File: config.mk
export PLATFORM = sky130hd
export DESIGN_NAME = servo_pwm_sweep
export DESIGN_NICKNAME = d
export VERILOG_FILES = /design/src/rtl/servo_pwm_sweep.sv
export SDC_FILE = /design/constraint.sdc
export NUM_CORES = 1
export LEC_CHECK = 0
export CORE_MARGIN = 2
export CORE_UTILIZATION = 33
export DETAILED_ROUTE_END_ITERATION = 12
export SYNTH_ARGS = -nofsm -noshare
export SYNTH_HDL_FRONTEND = slang
export SYNTH_SLANG_ARGS = --single-unit
File: constraint.sdc
create_clock -name clk -period 3.1 [get_ports clk]
set_clock_uncertainty 0.05 [all_clocks]
set_input_delay 0.775 -clock clk [delete_from_list [all_inputs] [get_ports clk]]
set_output_delay 0.775 -clock clk [all_outputs]
set_load 0.005 [all_outputs]
File: src/rtl/servo_pwm_sweep.sv
// Servo PWM stage: holds the home width at rest and runs one up/hold/down sweep per accepted trigger.
// Width, state and hold count change only on period-boundary edges, so pwm never glitches mid-period.
module servo_pwm_sweep #(
  parameter int PERIOD = 1000000,
  parameter int W_MIN  = 50000,
  parameter int W_MAX  = 100000,
  parameter int STEP   = 5000,
  parameter int HOLD   = 25,
  parameter int CW     = 20
) (
  input  logic          clk,
  input  logic          rst,
  input  logic          trig,
  output logic          pwm,
  output logic          busy,
  output logic          done,
  output logic [CW-1:0] width_q
);

  // A step larger than W_MAX saturates identically in both directions, so clamp it to keep sums in CW+1 bits.
  localparam int STEP_C = (STEP > W_MAX) ? W_MAX : STEP;
  localparam int HW     = $clog2(HOLD + 1);

  localparam logic [CW-1:0] LAST     = CW'(PERIOD - 1);
  localparam logic [CW-1:0] WMIN_C   = CW'(W_MIN);
  localparam logic [CW-1:0] WMAX_C   = CW'(W_MAX);
  localparam logic [CW:0]   STEP_X   = (CW+1)'(STEP_C);
  localparam logic [CW:0]   WMAX_X   = (CW+1)'(W_MAX);
  localparam logic [CW:0]   DN_FLOOR = (CW+1)'(W_MIN + STEP_C);
  localparam logic [HW-1:0] HOLD_C   = HW'(HOLD);

  typedef enum logic [1:0] {IDLE, RAMP_UP, HOLD_ST, RAMP_DOWN} state_t;

  state_t        state;
  logic [CW-1:0] cnt;
  logic          pending;
  logic [HW-1:0] hold_cnt;
  logic          boundary;
  logic [CW:0]   up_sum;
  logic [CW-1:0] w_up;
  logic [CW-1:0] w_dn;

  assign boundary = (cnt == LAST);
  assign up_sum   = {1'b0, width_q} + STEP_X;
  assign w_up     = (up_sum >= WMAX_X) ? WMAX_C : up_sum[CW-1:0];
  assign w_dn     = ({1'b0, width_q} >= DN_FLOOR) ? (width_q - STEP_X[CW-1:0]) : WMIN_C;

  always_ff @(posedge clk or posedge rst) begin
    if (rst) begin
      cnt <= '0;
      pwm <= 1'b0;
    end else begin
      cnt <= boundary ? '0 : cnt + 1'b1;
      pwm <= (cnt < width_q);
    end
  end

  always_ff @(posedge clk or posedge rst) begin
    if (rst) begin
      state    <= IDLE;
      pending  <= 1'b0;
      width_q  <= WMIN_C;
      hold_cnt <= '0;
      busy     <= 1'b0;
      done     <= 1'b0;
    end else begin
      done <= 1'b0;
      // pending implies busy, so a capture never coincides with the IDLE boundary clearing it
      if (trig && !busy) begin
        pending <= 1'b1;
        busy    <= 1'b1;
      end
      if (boundary) begin
        case (state)
          IDLE: begin
            if (pending) begin
              pending <= 1'b0;
              width_q <= w_up;
              if (w_up == WMAX_C) begin
                state    <= HOLD_ST;
                hold_cnt <= HW'(1);
              end else begin
                state <= RAMP_UP;
              end
            end
          end
          RAMP_UP: begin
            width_q <= w_up;
            if (w_up == WMAX_C) begin
              state    <= HOLD_ST;
              hold_cnt <= HW'(1);
            end
          end
          HOLD_ST: begin
            if (hold_cnt == HOLD_C) begin
              state   <= RAMP_DOWN;
              width_q <= w_dn;
            end else begin
              hold_cnt <= hold_cnt + 1'b1;
            end
          end
          RAMP_DOWN: begin
            width_q <= w_dn;
            if (w_dn == WMIN_C) begin
              state <= IDLE;
              busy  <= 1'b0;
              done  <= 1'b1;
            end
          end
          default: state <= IDLE;
        endcase
      end
    end
  end

endmodule

==> impl_metrics.yaml <==
floorplan:
  die_h_um: 112.9
  row_count: 39
  core_um2: 11470
  io_pins: 26
  dieWidth_um: 112.9
  start_util: 0.3410
  die_area_um2: 12740
routing:
  ant_nets: 0
  vias_per_cell: 5.899
  drt_iter0_markers: 300
  routed_wl_mm: 11.73
  route.detailed.drc: 0
  dr.pass1.iters: 5
  wl_per_cell_um: 17.74
  vias: 3899
grt:
  grt_pass1_wl_mm: 19.38
  first_global_vias: 3849
  grt_start_max_net_pins: 28
  antenna_found_initial: 0
  grt_overflow: 0
  grt_util_all_layers: 0.1880
logic_synthesis:
  synth_top_family_by_area: "simple AND/OR/NAND/NOR gates"
  synth_area_per_cell_um2: 8.391
  yosys.area_share.simple: 0.2317
  synthMuxAreaShare: 0.01056
  synthXorXnorAreaFrac: 0.05376
  syn_nets: 498
  synth_cell_types: 65
  syn-cell-area_um2: 3910
  ys_dominant_reg_cell: "dfrtp_1"
  synth_seq_cells: 51
  synth_edf_count: 0
  yosysWarnings: 0
  synth-adder-area-share: 0.09280
  synthArstFlopShare: 1.000
  syn_inst: 466
  synth-seq-area-share: 0.3283
  synth-compound-area-share: 0.2304
timing:
  rsz0062_at_grt: "no"
  slew_headroom: 0.6131
  setup_viol_count_final: 0
  fmax_mhz: 337.7
  setup_slack_ps: 138.7
  finalHoldViolCount: 0
  fin_tns_setup_ps: 0
  timing.final.crit_share: 0.9553
  slew_viol_final: 0
  period_minus_slack_ps: 2961
  worst_pin_slew_ps: 565.8
critical_path:
  critPathArrivalTime_ps: 3100
  critical_path.top_delay_family: "compound AO/OA/AOI/OAI gates"
  worstReg2RegStart: "width_q[4]"
  cp_common_cell: "o41ai_2"
  path_buf_inv: 2
  cp-startpoint: "width_q[4]"
  crit_chain: "buf_4 -> o41ai_2 -> o21ai_0 -> a21bo_2 -> xnor2_1 -> o41ai_2 -> inv_1 -> a221oi_2 -> mux2_2"
  path_class: "flop to flop"
  crit_slowest_cell: "o41ai_2"
  end_kind: "flop"
  cp.required_ps: 3240
  crit_path_max_fanout: 6
  cpPeakStageDelay_ps: 490
  start_kind: "flop"
pwr:
  ir_drop_v: 0.0001773
  leakagePower_uw: 0.002116
  power_density_nw_per_um2: 280.3
clocking:
  holdBufCountCts: 0
  insertion_delay_ps: 300
  clk_pin_slew_ps: 80
  clockRootBuffer: "clkbuf_16"
  htreeDepth: 2
  numClockSinks: 51
  clk_path_buf_depth: 2
  cts_tree: "yes"
  cts_buffers: 5
finish:
  multi_input_area_um2: 2457
  seq_area_um2: 1285
  area_growth_pct: 22.75
  drive_above_1_share: 0.1467
  diodes: 0
  nets: 549
  fill_cells: 1114
  layout_common_cells: "44 x nand2_1, 44 x dfrtp_1, 41 x nor2_1, 41 x buf_4, 29 x ha_1"
placement:
  gp_congestion: 0.9588
  pre_cts_ws_ps: -123.9
  dp_hpwl_mm: 8.840
  port_buffers: 25
job:
  drv_cap: 0
outcome:
  status: "finished, final reports clean"
min_path:
  min_path_type: "flop to flop"
  hp-start: "cnt[0]"
[final timing paths]
path / endpoint / slack, ps / depth (start not counted)
worst max-delay path: state[1] / 140 / 9
worst min-delay path: cnt[0] / 450 / 1
worst max register to register: state[1] / 140 / 9
worst min register to register: cnt[0] / 450 / 1
max in group asynchronous: width_q[14] / 1560 / 3
min in group asynchronous: cnt[0] / 820 / 2
[layer usage]
metal,GRT usage,wire length [um]
met5,0,0
met4,0.08374,398
met3,0.02464,872
met2,0.3110,5494
met1,0.2461,4962
[cells in the mapped netlist, types with 4 or more instances]
cell,number,area (um^2)
a21oi_1,20,100.1
nand3_1,23,115.1
nor4_1,7,43.79
nor2_1,41,153.9
inv_1,29,108.9
a21o_1,13,97.59
nor3_1,13,65.06
xnor2_1,14,122.6
dfrtp_1,45,1126
o21a_1,4,30.03
o41ai_1,5,43.79
ha_1,29,362.9
and3_1,8,50.05
o31ai_1,4,30.03
clkbuf_1,17,63.81
xor2_1,10,87.58
buf_2,5,25.02
o21ai_0,27,135.1
a31oi_1,13,81.33
o22ai_1,5,31.28
nand2_1,44,165.2
and4_1,4,35.03
nand4_1,10,62.56
dfstp_2,6,157.7
[state kept, by name, summed over array words and instances, names as in the netlist]
signal / flops
state: 2
hold_cnt: 5
done: 1
pwm: 1
cnt: 20
busy: 1
width_q: 20
pending: 1
[power by group]
group	internal, uW	leakage [uW]	total, uW	switching (uW)
Sequential	666	0.000668	668	1.45
Combinational	5.58	0.00137	20.5	14.9
Clock	384	0.0000804	657	272
Total	1060	0.00212	1350	289
[kinds of logic after synthesis]
| group | Yosys count |
|---|---|
| adder cells (fa/ha/maj) | 29 |
| flip-flops | 51 |
| buffers and inverters | 53 |
| AO/OA/AOI/OAI | 131 |
| multiplexers | 4 |
| XOR/XNOR | 24 |
| AND/OR/NAND/NOR | 174 |
[worst register-to-register path, delay by kind of cell (launching register included)]
family	cells	cell delay [ps]
AO/OA/AOI/OAI	5	1630
flip-flops	1	400
multiplexers	1	370
buffers and inverters	2	250
XOR/XNOR	1	150
[metrics by stage]
step	hold WS [ps]	area, um^2	total power [uW]	utilization	cells
3_5_place_dp	447.2	4546	702.7	0.3964	648
3_3_place_gp	442.0	4546	701.8	0.3964	648
6_report	451.7	4800	1345	0.4185	661
4_1_cts	458.8	4725	1361	0.4120	656
5_1_grt	493.0	4800	1387	0.4185	661
2_1_floorplan	409.5	3915	691.2	-	466
[layout make-up]
type | instances | area share
Clock buffer | 5 | 0.02607
Clock inverter | 3 | 0.009645
Inverter | 29 | 0.02268
Multi-Input combinational cell | 362 | 0.5120
Sequential cell | 51 | 0.2677
Tap cell | 143 | 0.03728
Timing Repair Buffer | 68 | 0.1246
[what timing repair did]
action	CTS	global route
resized for setup	1	5
setup endpoints to repair	2	16
pin swaps	0	2
buffers inserted	0	5
Power figures use the tool's default switching activity.
